$ cat src/rtl/rrb_channel_queues_pkg.sv
// Shared constants and helpers for the weighted round-robin arbitration path.
package rrb_channel_queues_pkg;
  localparam int CHANNELS = 8;
  localparam int WIDTH    = 32;
  localparam int DEPTH    = 4;
  localparam int MAX_CH   = 64;

  function automatic int clog2(input int n);
    int r;
    r = 0;
    while ((1 << r) < n) r++;
    return r;
  endfunction

  // Widest grant the helper accepts; narrower vectors are zero-extended by the caller.
  function automatic logic is_onehot(input logic [MAX_CH-1:0] v);
    return (v != '0) && ((v & (v - 1'b1)) == '0);
  endfunction
endpackage

$ cat src/rtl/rrb_channel_queues_if.sv
// Channel-side writes, arbiter grant/request and the single popped output stream.
interface rrb_channel_queues_if
  import rrb_channel_queues_pkg::*;
#(
  parameter int channels   = CHANNELS,
  parameter int data_width = WIDTH
);
  logic [channels-1:0]            in_valid;
  logic [channels*data_width-1:0] in_data;
  logic [channels-1:0]            in_ready;
  logic [channels-1:0]            request;
  logic [channels-1:0]            grant;
  logic                           out_valid;
  logic [data_width-1:0]          out_data;
  logic [clog2(channels)-1:0]     out_channel;
  logic                           grant_err;

  modport master (
    output in_valid, in_data, grant,
    input  in_ready, request, out_valid, out_data, out_channel, grant_err
  );

  modport slave (
    input  in_valid, in_data, grant,
    output in_ready, request, out_valid, out_data, out_channel, grant_err
  );
endinterface

$ cat src/rtl/rrb_chan_fifo.sv
// Single-channel synchronous FIFO; depth must be a power of two so pointers wrap naturally.
module rrb_chan_fifo
  import rrb_channel_queues_pkg::*;
#(
  parameter int data_width = WIDTH,
  parameter int depth      = DEPTH
) (
  input  logic                        clk,
  input  logic                        reset,
  input  logic                        push,
  input  logic [data_width-1:0]       wr_data,
  input  logic                        pop,
  output logic [data_width-1:0]       rd_data,
  output logic [clog2(depth+1)-1:0]   count,
  output logic                        full,
  output logic                        empty
);
  localparam int aw   = clog2(depth);
  localparam int cntw = clog2(depth + 1);

  logic [data_width-1:0] mem [depth];
  logic [aw-1:0]         wr_ptr;
  logic [aw-1:0]         rd_ptr;
  logic                  do_push;
  logic                  do_pop;

  assign full    = (count == cntw'(depth));
  assign empty   = (count == '0);
  assign do_push = push && !full;
  assign do_pop  = pop && !empty;
  assign rd_data = mem[rd_ptr];

  // Storage is not reset: cleared pointers make stale contents unreachable.
  always_ff @(posedge clk) begin
    if (do_push) mem[wr_ptr] <= wr_data;
  end

  always_ff @(posedge clk) begin
    if (reset) begin
      wr_ptr <= '0;
      rd_ptr <= '0;
      count  <= '0;
    end else begin
      if (do_push) wr_ptr <= wr_ptr + 1'b1;
      if (do_pop)  rd_ptr <= rd_ptr + 1'b1;
      case ({do_push, do_pop})
        2'b10:   count <= count + 1'b1;
        2'b01:   count <= count - 1'b1;
        default: count <= count;
      endcase
    end
  end
endmodule

$ cat src/rtl/rrb_channel_queues.sv
// Per-channel queue bank feeding the arbiter; pops the one-hot granted channel onto a registered stream.
module rrb_channel_queues
  import rrb_channel_queues_pkg::*;
#(
  parameter int channels   = CHANNELS,
  parameter int data_width = WIDTH,
  parameter int depth      = DEPTH
) (
  input logic                 clk,
  input logic                 reset,
  rrb_channel_queues_if.slave bus
);
  localparam int cw   = clog2(channels);
  localparam int cntw = clog2(depth + 1);

  logic [channels-1:0]   full;
  logic [channels-1:0]   empty;
  logic [channels-1:0]   push;
  logic [channels-1:0]   pop;
  logic [data_width-1:0] rd_data [channels];
  logic [cntw-1:0]       count   [channels];
  logic                  grant_onehot;
  logic                  grant_multi;
  logic [cw-1:0]         sel_idx;
  logic [data_width-1:0] sel_data;

  assign grant_onehot = is_onehot(MAX_CH'(bus.grant));
  assign grant_multi  = (bus.grant != '0) && !grant_onehot;

  // Flags come from registered counts only, so a same-cycle pop never opens space.
  assign bus.in_ready = ~full  & {channels{~reset}};
  assign bus.request  = ~empty & {channels{~reset}};

  for (genvar gi = 0; gi < channels; gi++) begin : g_ch
    assign push[gi] = bus.in_valid[gi] & ~full[gi];
    assign pop[gi]  = bus.grant[gi] & grant_onehot & (count[gi] != '0);

    rrb_chan_fifo #(
      .data_width (data_width),
      .depth      (depth)
    ) u_fifo (
      .clk     (clk),
      .reset   (reset),
      .push    (push[gi]),
      .wr_data (bus.in_data[gi*data_width +: data_width]),
      .pop     (pop[gi]),
      .rd_data (rd_data[gi]),
      .count   (count[gi]),
      .full    (full[gi]),
      .empty   (empty[gi])
    );
  end

  always_comb begin
    sel_idx  = '0;
    sel_data = '0;
    for (int i = 0; i < channels; i++) begin
      if (pop[i]) begin
        sel_idx  = cw'(i);
        sel_data = rd_data[i];
      end
    end
  end

  always_ff @(posedge clk) begin
    if (reset) begin
      bus.out_valid   <= 1'b0;
      bus.out_data    <= '0;
      bus.out_channel <= '0;
      bus.grant_err   <= 1'b0;
    end else begin
      bus.out_valid <= |pop;
      if (|pop) begin
        bus.out_data    <= sel_data;
        bus.out_channel <= sel_idx;
      end
      if (grant_multi) bus.grant_err <= 1'b1;
    end
  end
endmodule

$ cat src/flat_wrapper.sv
// flat-port wrapper written by rule: the top's interface ports become plain ports
module rrb_channel_queues_flat import rrb_channel_queues_pkg::*;
#(
  parameter int channels   = CHANNELS,
  parameter int data_width = WIDTH,
  parameter int depth      = DEPTH
)
  (clk, reset, bus_in_valid, bus_in_data, bus_grant, bus_in_ready, bus_request, bus_out_valid, bus_out_data, bus_out_channel, bus_grant_err);
  rrb_channel_queues_if #(.channels(channels), .data_width(data_width)) bus_i ();
  input logic clk;
  input logic reset;
  input wire logic [$bits(bus_i.in_valid)-1:0] bus_in_valid;
  input wire logic [$bits(bus_i.in_data)-1:0] bus_in_data;
  input wire logic [$bits(bus_i.grant)-1:0] bus_grant;
  output wire logic [$bits(bus_i.in_ready)-1:0] bus_in_ready;
  output wire logic [$bits(bus_i.request)-1:0] bus_request;
  output wire logic [$bits(bus_i.out_valid)-1:0] bus_out_valid;
  output wire logic [$bits(bus_i.out_data)-1:0] bus_out_data;
  output wire logic [$bits(bus_i.out_channel)-1:0] bus_out_channel;
  output wire logic [$bits(bus_i.grant_err)-1:0] bus_grant_err;
  assign bus_i.in_valid = bus_in_valid;
  assign bus_i.in_data = bus_in_data;
  assign bus_i.grant = bus_grant;
  assign bus_in_ready = bus_i.in_ready;
  assign bus_request = bus_i.request;
  assign bus_out_valid = bus_i.out_valid;
  assign bus_out_data = bus_i.out_data;
  assign bus_out_channel = bus_i.out_channel;
  assign bus_grant_err = bus_i.grant_err;
  rrb_channel_queues #(.channels(channels), .data_width(data_width), .depth(depth)) u_core (.clk(clk), .reset(reset), .bus(bus_i));
endmodule
$ cat config.mk
export PLATFORM = sky130hd
export DESIGN_NAME = rrb_channel_queues_flat
export DESIGN_NICKNAME = d
export VERILOG_FILES = /design/src/rtl/rrb_channel_queues_pkg.sv /design/src/rtl/rrb_channel_queues_if.sv /design/src/rtl/rrb_chan_fifo.sv /design/src/rtl/rrb_channel_queues.sv /design/src/flat_wrapper.sv
export SDC_FILE = /design/constraint.sdc
export NUM_CORES = 1
export LEC_CHECK = 0
export BUFFER_PORTS_ARGS = -buffer_cell sky130_fd_sc_hd__clkbuf_2
export CAP_MARGIN = 15
export CORE_ASPECT_RATIO = 1.2
export CORE_MARGIN = 5
export CORE_UTILIZATION = 34
export DETAILED_ROUTE_END_ITERATION = 10
export GPL_TIMING_DRIVEN = 0
export SETUP_SLACK_MARGIN = 0.15
export SLEW_MARGIN = 20
export SYNTH_ARGS = -nofsm -noshare
export SYNTH_HDL_FRONTEND = slang
export SYNTH_SLANG_ARGS = --single-unit
$ cat constraint.sdc
create_clock -name clk -period 4.3 [get_ports clk]
set_input_delay 0.215 -clock clk [delete_from_list [all_inputs] [get_ports clk]]
set_output_delay 0.215 -clock clk [all_outputs]
set_load 0.1 [all_outputs]
* After elaboration in Yosys (flattened, before gate mapping)
Memory sizes are Yosys's and may differ from the RTL's. A register that Yosys moved wholly into a read port is not among the register bits. Index checks and enable logic that the tools add are counted.
Storage, ports and cells: memory bits (writable) 1024, logic and storage cells 248, output and inout bits 53, input bits 274, memories kept 8, register bits after elaboration 93
Memories:
- u_core.g_ch[0].u_fifo.mem | words 4, width 32, read ports 1, clocked after Yosys merged registers in 1, wr ports 1, RTL line rrb_chan_fifo.sv:21 | logic [data_width-1:0] mem [depth];
- u_core.g_ch[1].u_fifo.mem | words 4, width 32, read ports 1, clocked after Yosys merged registers in 1, wr ports 1, RTL line rrb_chan_fifo.sv:21
- u_core.g_ch[2].u_fifo.mem | words 4, width 32, read ports 1, clocked after Yosys merged registers in 1, wr ports 1, RTL line rrb_chan_fifo.sv:21
- u_core.g_ch[3].u_fifo.mem | words 4, width 32, read ports 1, clocked after Yosys merged registers in 1, wr ports 1, RTL line rrb_chan_fifo.sv:21
- u_core.g_ch[4].u_fifo.mem | words 4, width 32, read ports 1, clocked after Yosys merged registers in 1, wr ports 1, RTL line rrb_chan_fifo.sv:21
- u_core.g_ch[5].u_fifo.mem | words 4, width 32, read ports 1, clocked after Yosys merged registers in 1, wr ports 1, RTL line rrb_chan_fifo.sv:21
- +2 memories
Operators by class: reductions and logical operators 62, mux-type cells 55, $add $sub $neg 33, bitwise logic cells 38, equal/unequal tests 24
Operators with widths (number):
- $mux W32 | 8
- $and A8 B64 Y64 | 1
- $logic_not A64 Y1 | 1
- $pmux W3 S2 | 8
- $mux W2 | 18
- $add A2 B1 Y2 const B | 16
- $add A3 B1 Y3 const B | 8
- $and A1 B1 Y1 | 24
- $eq A3 B3 Y1 const B | 8
- $logic_not A3 Y1 | 8
- $reduce_bool A3 Y1 | 8
- $sub A3 B1 Y3 const B | 8
- $logic_and A1 B1 Y1 | 18
- $logic_not A1 Y1 | 17
- $mux W1 | 17
- $and A8 B8 Y8 | 2
- $eq A2 B1 Y1 const B | 8
- $eq A2 B2 Y1 const B | 8
- $not A8 Y8 | 2
- $reduce_bool A2 Y1 | 8
- $mux W3 | 4
- $not A1 Y1 | 9
- $sub A8 B1 Y9 const B | 1
- $reduce_bool A8 Y1 | 1
- $reduce_or A8 Y1 | 1

* Logic depth before layout (Yosys ltp)
Gate-level depths: netlist of run 1.
depth in word-level cells 14, depth in mapped cells 13, mapped depth without buffers 10

* Modules after synthesis
Synthesis of run 1 repeated with hierarchy kept, for this count alone.
Second synthesis, totals: cell total of the unflattened synthesis 2256, area, all modules 44541.5 um^2
Modules (own cells, without submodules):
- rrb_chan_fifo | sequential area each 4023.9 um^2, area each 5146.2 um^2, cells an instance 221, instances 8
- rrb_channel_queues | sequential area each 740.7 um^2, area each 3372.0 um^2, cells an instance 488, instances 1

* Worst setup path after synthesis of run 1
OpenSTA, ideal clock, no wires.
kind input to register, start input bus_grant[6], end register u_core.g_ch[3].u_fifo.count[2], buffers on the path 4, arrival time 2.844 ns, setup time 0.070 ns, cell stages on the path 13, path slack 1.385 ns, required time 4.230 ns, cell sequence clkbuf_1 > or4_1 > or3_1 > buf_2 > inv_2 > buf_2 > buf_2 > ha_1 > inv_1 > fa_1 > xor2_1 > or3_1 > a21oi_1
Between the ends: cells in the longest elaborated chain, start to end 9, elaborated cells on any way between the ends 12, those cells by class 1 x add/sub; 2 x eq/ne; 1 x mux; 3 x bitwise; 5 x reduce/logical
RTL lines:
- start, declared | RTL line flat_wrapper.sv:14 | input wire logic [$bits(bus_i.grant)-1:0] bus_grant;
- $sub A8 B1 Y9 | RTL line rrb_channel_queues_pkg.sv:17 | return (v != '0) && ((v & (v - 1'b1)) == '0);
- $and A8 B64 Y64 | RTL line rrb_channel_queues_pkg.sv:17
- $logic_not A64 Y1 | RTL line rrb_channel_queues_pkg.sv:17
- $logic_and A1 B1 Y1 (*) | RTL line rrb_channel_queues_pkg.sv:17
- $and A1 B1 Y1 (*) (2 in a row) | RTL line rrb_channel_queues.sv:36 | assign pop[gi] = bus.grant[gi] & grant_onehot & (count[gi] != '0);
- $logic_and A1 B1 Y1 (*) | RTL line rrb_chan_fifo.sv:30 | assign do_pop = pop && !empty;
- via u_core.g_ch[3].u_fifo.do_pop | RTL line rrb_chan_fifo.sv:25 | logic do_pop;
- $eq A2 B1 Y1 or $eq A2 B2 Y1 (tied branches) | RTL line rrb_chan_fifo.sv:46 | case ({do_push, do_pop})
- $pmux W3 S2 or $reduce_bool A2 Y1 (tied branches)
- end signal, assigned | RTL line rrb_chan_fifo.sv:47 | 2'b10: count <= count + 1'b1;
- end signal, assigned | RTL line rrb_chan_fifo.sv:48 | 2'b01: count <= count - 1'b1;
- end signal, assigned | RTL line rrb_chan_fifo.sv:49 | default: count <= count;
- end, declared | RTL line rrb_chan_fifo.sv:14 | output logic [clog2(depth+1)-1:0] count,
Mark *: on every way through the listed nets, which the timed path passes. The rest lies on a longest branch. A chain may end at the register's enable or synchronous reset.

* Worst setup path in the final report of run 1
start input reset, end output bus_request[4]
Between the ends: cells in the longest elaborated chain, start to end 2
RTL lines:
- start, declared | RTL line flat_wrapper.sv:11 | input logic reset;
- $not A1 Y1 | RTL line rrb_channel_queues.sv:32 | assign bus.request = ~empty & {channels{~reset}};
- $and A8 B8 Y8 | RTL line rrb_channel_queues.sv:32
- end, declared | RTL line flat_wrapper.sv:16 | output wire logic [$bits(bus_i.request)-1:0] bus_request;
No other way between the ends.

==> qor.yml, run 1 <==
status: "finished clean"
antenna_found_initial: 43
synth.avg_cell_area_um2: 20.11
utilization_pct: 42.77
rsz0062_at_grt: "false"
hpwl_um: 92060
first_pass_iters: 5
routed_wl_um: 124300
multi_input_area_um2: 9945
cp_max_fo: 10
crit_arrival_ns: 3.58
syn_inst: 2162
synth_edf_count: 1024
drive_above_1_share_pct: 29.08
regArea_um2: 32930
maxSlewHeadroom_pct: 26.02
fp-row-count: 143
vias: 23912
die_w_um: 336.4
synthFlopType: "edfxtp_1"
die_y_um: 401.7
yosysUniqueCellTypes: 58
finClkSkew_ns: 0.05549
cp-startpoint: "reset"
r2r_slack_ns: 0.91
place.gp.congestion: 0.8884
seqPwrFrac_pct: 52.5
synth-seq-area-share_pct: 75.76
fin_nets: 3223
ant_nets: 0
setup_viol: 0
setup_tns_ns: 0
r2r-end: "u_core.g_ch[3].u_fifo.count[2]"
hold_violations: 0
path_class: "in2out"
area_growth_pct: 24.81
core_area_um2: 126900
clk_path_buf_depth: 3
wl_per_cell_um: 26.52
p_clk_share_pct: 39.4
cts_tree: "built"
fmax_mhz: 263.7
cts_sinks: 1133
end_kind: "output port"
leakage_nw: 17.96
tightestPinTransition_ns: 1.110
via_per_inst: 5.103
clk_latency_ns: 0.72
cts_buffers: 115
path_clk_slew_ns: 0.06
max_cap_viol_count: 0
io_pins: 327
grt_pass1_wl_um: 175100
drcViolationCount: 0
endpoint: "bus_request[4]"
ctsResizeCount: 0
ir_worst_vdd_mv: 0.3430
rr_startpoint: "u_core.g_ch[3].u_fifo.count[2]"
p_sw_w: 0.005573
yosys_warnings: 0
cts_root_buffer: "clkbuf_16"
combPwrFrac_pct: 8.1
synth_area_um2: 43470
track_usage_pct: 18.03
syn_nets: 2484
first_global_vias: 24265
cp-start-kind: "input pin"
drv_slew: 0
post-route-min-period_ns: 3.793
grt.overflow.total: 0
ys_ff_latch: 1133
nFillCells: 11193
initial_core_util_pct: 34.27
worst-r2r-cell-count: 12
holdCritPathClass: "in2reg"
post_cts_buffers: 0
p_int_w: 0.01862
synthArstFlopShare_pct: 0
power_density_nw_per_um2: 446.0
die_area_um2: 135100
io_buffers: 323
grt_max_degree: 27
postCtsHoldBufs: 261
cts_max_level: 3
drtIter0Drc: 2580
switching_share_pct: 23.03
p_total_w: 0.02420
required_ns: 4.09
final.period_utilization_pct: 88.20
==> power groups by stage <==
stage	clock [W]	sequential, W	combinational [W]
floorplan	0	0.0129	0.000844
global placement	0	0.0129	0.00160
detailed placement	0	0.0129	0.00173
CTS	0.00974	0.0127	0.00198
global route	0.0102	0.0127	0.00208
finish	0.00954	0.0127	0.00196
==> state kept, by name, indices dropped and copies added, names as in the netlist, named ones only <==
register / flops
u_core.g_ch.u_fifo.count: 24
u_core.bus.out_channel: 3
u_core.g_ch.u_fifo.mem: 1024
u_core.g_ch.u_fifo.wr_ptr: 16
u_core.g_ch.u_fifo.rd_ptr: 16
u_core.bus.out_valid: 1
u_core.bus.grant_err: 1
u_core.bus.out_data: 32
==> critical path, cell delays in order <==
cell and delay, ns:
dlygate4sd3_1 0.54, clkbuf_2 0.20, clkbuf_1 0.41, clkbuf_1 0.56, clkbuf_1 0.75, nor2_1 0.39, clkbuf_2 0.47
==> routing by layer <==
layer	GRT usage [%]	vias up	wire, um
li1	-	10396	-
met3	5.502	188	12320
met1	23.41	12300	47960
met4	4.126	26	2700
met2	29.97	1002	61140
met5	0	-	156
==> synthesized netlist by cell type (9+ instances only) <==
cell,count,share of area [%]
nand3_1,9,0.10
nand2_1,35,0.30
ha_1,40,1.2
nor2_1,113,0.98
a22oi_1,10,0.17
or3_1,17,0.24
a21oi_1,49,0.56
xnor2_1,14,0.28
xor2_1,27,0.54
o22ai_1,59,0.85
a211oi_1,13,0.22
and2_1,34,0.49
a2111oi_0,12,0.24
edfxtp_1,1024,71
inv_1,52,0.45
o31ai_1,18,0.31
nor3_1,26,0.30
buf_2,35,0.40
a22o_1,21,0.42
dfxtp_1,109,5.0
o21ai_0,17,0.20
clkbuf_1,69,0.60
a32o_1,9,0.21
mux4_2,256,13
==> kinds of logic after synthesis <==
family	after synthesis	synth area share [%]
DFF	1133	75.76
muxes	264	13.45
AOI/OAI and AO/OA	258	4.128
and+or+nand+nor	251	2.709
buffers and inverters	166	1.589
adders and majority gates	49	1.543
xor gates and xnor gates	41	0.8261
==> per-stage QoR <==
step	instances	cell area [um^2]	hold slack, ns	setup WS [ns]
detailed placement	4190	47980	0.4390	0.5431
floorplan	2162	43470	0.3139	1.385
CTS	4666	54200	0.02606	0.6472
global placement	4152	47170	0.4336	-0.07077
finish	4686	54250	0.07415	0.5074
global route	4671	54220	0.1071	0.4846
==> worst min-delay path by stage <==
stage,start,end,slack (ns),cells after the start
finish,bus_in_valid[6],u_core.g_ch[6].u_fifo.wr_ptr[0],0.07,4
global placement,bus_in_data[11],u_core.g_ch[0].u_fifo.mem[3][11],0.43,1
global route,bus_in_valid[6],u_core.g_ch[6].u_fifo.wr_ptr[1],0.11,4
floorplan,bus_in_data[0],u_core.g_ch[0].u_fifo.mem[0][0],0.31,0
CTS,bus_in_valid[6],u_core.g_ch[6].u_fifo.wr_ptr[0],0.03,4
detailed placement,bus_in_data[144],u_core.g_ch[4].u_fifo.mem[0][16],0.44,1
==> layout by cell type (no fill, tap or decap), types with 8 or more instances in the layout <==
| cell type | instances |
|---|---|
| edfxtp_1 | 1024 |
| clkbuf_2 | 323 |
| dlygate4sd3_1 | 261 |
| mux4_2 | 256 |
| clkbuf_16 | 115 |
| nor2_1 | 113 |
| dfxtp_1 | 109 |
| clkbuf_1 | 92 |
| o22ai_1 | 59 |
| inv_1 | 52 |
| a21oi_1 | 49 |
| buf_2 | 40 |
| ha_1 | 40 |
| nand2_1 | 35 |
| and2_2 | 32 |
| clkinv_1 | 31 |
| xor2_1 | 27 |
| nor3_1 | 26 |
| buf_12 | 26 |
| clkinv_2 | 22 |
| a22o_1 | 21 |
| diode_2 | 20 |
| o31ai_1 | 18 |
| o21ai_0 | 17 |
| or3_1 | 17 |
| xnor2_1 | 14 |
| a211oi_1 | 13 |
| a22oi_1 | 10 |
| a32o_1 | 9 |
| a2111oi_2 | 9 |
| nand3_1 | 9 |
| a21boi_1 | 8 |
| a31oi_1 | 8 |
| mux2i_1 | 8 |
| fa_1 | 8 |
==> layout make-up <==
class	count	share of cell area, %
clock inverter	74	1.098
timing repair buffer	622	9.123
multi-input combinational	863	18.33
inverter	56	0.3898
tap	1667	3.844
antenna	20	0.09225
sequential	1133	60.70
buffer	110	0.8833
clock buffer	141	5.540
Power figures use the tool's default switching activity.
==> run 2, diff against run 1 <==
--- a/config.mk
+++ b/config.mk
@@ -14,2 +14,3 @@
 export GPL_TIMING_DRIVEN = 0
+export REMOVE_ABC_BUFFERS = 1
 export SETUP_SLACK_MARGIN = 0.15
==> constraint.sdc (replaced) <==
create_clock -name clk -period 4.3 [get_ports clk]
set_input_delay 1.29 -clock clk [delete_from_list [all_inputs] [get_ports clk]]
set_output_delay 1.29 -clock clk [all_outputs]
set_load 0.1 [all_outputs]
==> run 2 against run 1 <==
Compared with the run above:
- power grew 1.3%
- core utilization shrank 1.8 points
- worst setup slack worse by 0.32 ns
- highest routed layer unchanged
==> qor.yml, run 2 (synthesis gave the netlist of run 1 again) <==
status: "finished clean"
routed_wl_um: 121800  # -2.0%
maxSlewHeadroom_pct: 31.08  # +5.1 points
tightestPinTransition_ns: 1.034  # -0.07588 ns
die_w_um: 336.4  # unchanged
seqPwrFrac_pct: 51.9  # -0.6 points
grt_pass1_wl_um: 169500  # -3.2%
post_cts_buffers: 0  # unchanged
grt_max_degree: 73  # +170%
path_delay_family: "simple AND/OR/NAND/NOR gates"
drtIter0Drc: 1944  # -25%
fin_cells: 4347  # -7.2%
leakage_nw: 16.95  # -5.6%
combPwrFrac_pct: 6.9  # -1.2 points
core_area_um2: 126900  # unchanged
final.period_utilization_pct: 95.73  # +7.5 points
switching_share_pct: 22.69  # -0.34 points
drive_above_1_share_pct: 33.74  # +4.7 points
via_per_inst: 5.188  # +1.7%
path_class: "in2reg"
p_clk_share_pct: 41.3  # +1.9 points
place.gp.congestion: 0.7766  # -13%
setup_viol: 0  # unchanged
cp.buffers_inverters: 2  # -4
cts_root_buffer: "clkbuf_16"
crit_chain: "clkbuf_2 -> or4_4 -> or3_1 -> o211a_2 -> nor2_2 -> ha_1 -> inv_1 -> fa_1 -> xor2_1 -> or3_1 -> a21oi_1"
cp_max_fo: 22  # +12
crit_top_cell: "or3_1"
wl_per_cell_um: 28.02  # +5.7%
fin_nets: 2871  # -11%
rsz0062_at_grt: "true"
cp-start-kind: "input pin"
ir_worst_vdd_mv: 0.4254  # +24%
hold_violations: 0  # unchanged
grt.overflow.total: 0  # unchanged
first_global_vias: 23316  # -3.9%
final_common_cell: "edfxtp_1"
worst_path_max_delay_cell: "or4_4"
die_y_um: 401.7  # unchanged
cts_sinks: 1133  # unchanged
dp_cells: 4100  # -2.1%
p_int_w: 0.01895  # +1.7%
cts_buffers: 114  # -0.87%
p_sw_w: 0.005561  # -0.22%
max_cap_viol_count: 0  # unchanged
clk_latency_ns: 0.73  # about the same
io_pins: 327  # unchanged
first_pass_iters: 7  # +2
path_clk_slew_ns: 0.07  # about the same
ant_nets: 0  # unchanged
drv_slew: 0  # unchanged
slowest_delay_ns: 0.59  # -0.16 ns
reg_top3: "u_core.g_ch.u_fifo.mem (1024), u_core.bus.out_data (32), u_core.g_ch.u_fifo.count (24)"
hpwl_um: 89010  # -3.3%
drcViolationCount: 0  # unchanged
top_register: "u_core.g_ch.u_fifo.mem"
antenna_found_initial: 67  # +56%
final_cell_mix: "edfxtp_1, clkbuf_2, mux4_2"
holdCritPathClass: "reg2reg"
io_buffers: 326  # +0.93%
p_total_w: 0.02451  # +1.3%
end_kind: "flip-flop"
cts_max_level: 3  # unchanged
cts_tree: "built"
fp-row-count: 143  # unchanged
postCtsHoldBufs: 0  # -100%
area_growth_pct: 19.69
initial_core_util_pct: 34.27  # unchanged
post-route-min-period_ns: 4.117  # +0.3240 ns
die_area_um2: 135100  # unchanged
required_ns: 4.96  # +0.87 ns
power_density_nw_per_um2: 471.1  # +5.6%
track_usage_pct: 17.65  # -0.39 points
crit_arrival_ns: 4.77  # +1.19 ns
largest_reg_flops: 1024  # unchanged
clk_path_buf_depth: 3  # unchanged
fmax_mhz: 242.9  # -7.9%
finClkSkew_ns: 0.05709  # +0.001605 ns
vias: 22554  # -5.7%
## run 2: final timing paths
check                                                     from                        endpoint  slack (ns)  cells after the start
worst min-delay path                   u_core.bus.out_data[14]         u_core.bus.out_data[14]        0.47                      2
worst max register to register  u_core.g_ch[5].u_fifo.count[2]         u_core.bus.out_data[24]        0.52                      7
worst max-delay path                              bus_grant[5]  u_core.g_ch[1].u_fifo.count[2]        0.18                     11
worst min register to register         u_core.bus.out_data[14]         u_core.bus.out_data[14]        0.47                      2
## run 2: final cells by class
class	count	area (um^2)
clock buffer	143	3083
fill	11129	74830
tap	1667	2086
antenna	30	75.07
timing repair buffer	381	2796
clock inverter	74	839.6
sequential	1133	32970
inverter	56	211.5
multi-input combinational	863	9965
## run 2: routing by layer
metal / vias to the layer above / GRT usage [%] / part of all wire (%)
li1: 9683 / - / -
met1: 11795 / 21.01 / 37
met2: 805 / 28.51 / 48
met3: 229 / 7.413 / 11
met4: 42 / 6.936 / 3.8
met5: - / 0 / 0.22
## run 2: power groups by stage
stage                     combinational [W]  clock [W]  sequential [W]
after CTS                           0.00171     0.0103          0.0127
after global routing                0.00179     0.0108          0.0127
after detailed placement            0.00170          0          0.0129
final                               0.00168     0.0101          0.0127
after global placement              0.00151          0          0.0129
after floorplan                    0.000811          0          0.0129
## run 2: worst min-delay path, cell delays in order, from the launching register on
cell and delay, ns:
dfxtp_1 0.32, nand2_1 0.05, o31ai_1 0.05
## run 2: timing repair
action | CTS | global route
gates resized for setup | 1 | 1
endpoints found under the setup margin | 1 | 8
hold endpoints to repair | 0 | 0
## run 2: through the flow
step           util, %  worst slack (ns)  setup TNS [ns]  instance area (um^2)  hold slack, ns
5_1_grt          40.97            0.1305               0                 51970          0.4778
3_5_place_dp     37.85           -0.8837          -13.41                 48020          0.4499
4_1_cts          40.95            0.1638               0                 51940          0.4640
3_3_place_gp     36.82            -2.987          -88.79                 46710          0.4441
6_report         41.01            0.1835               0                 52030          0.4679
2_1_floorplan        -            0.1308               0                 42990          0.4742
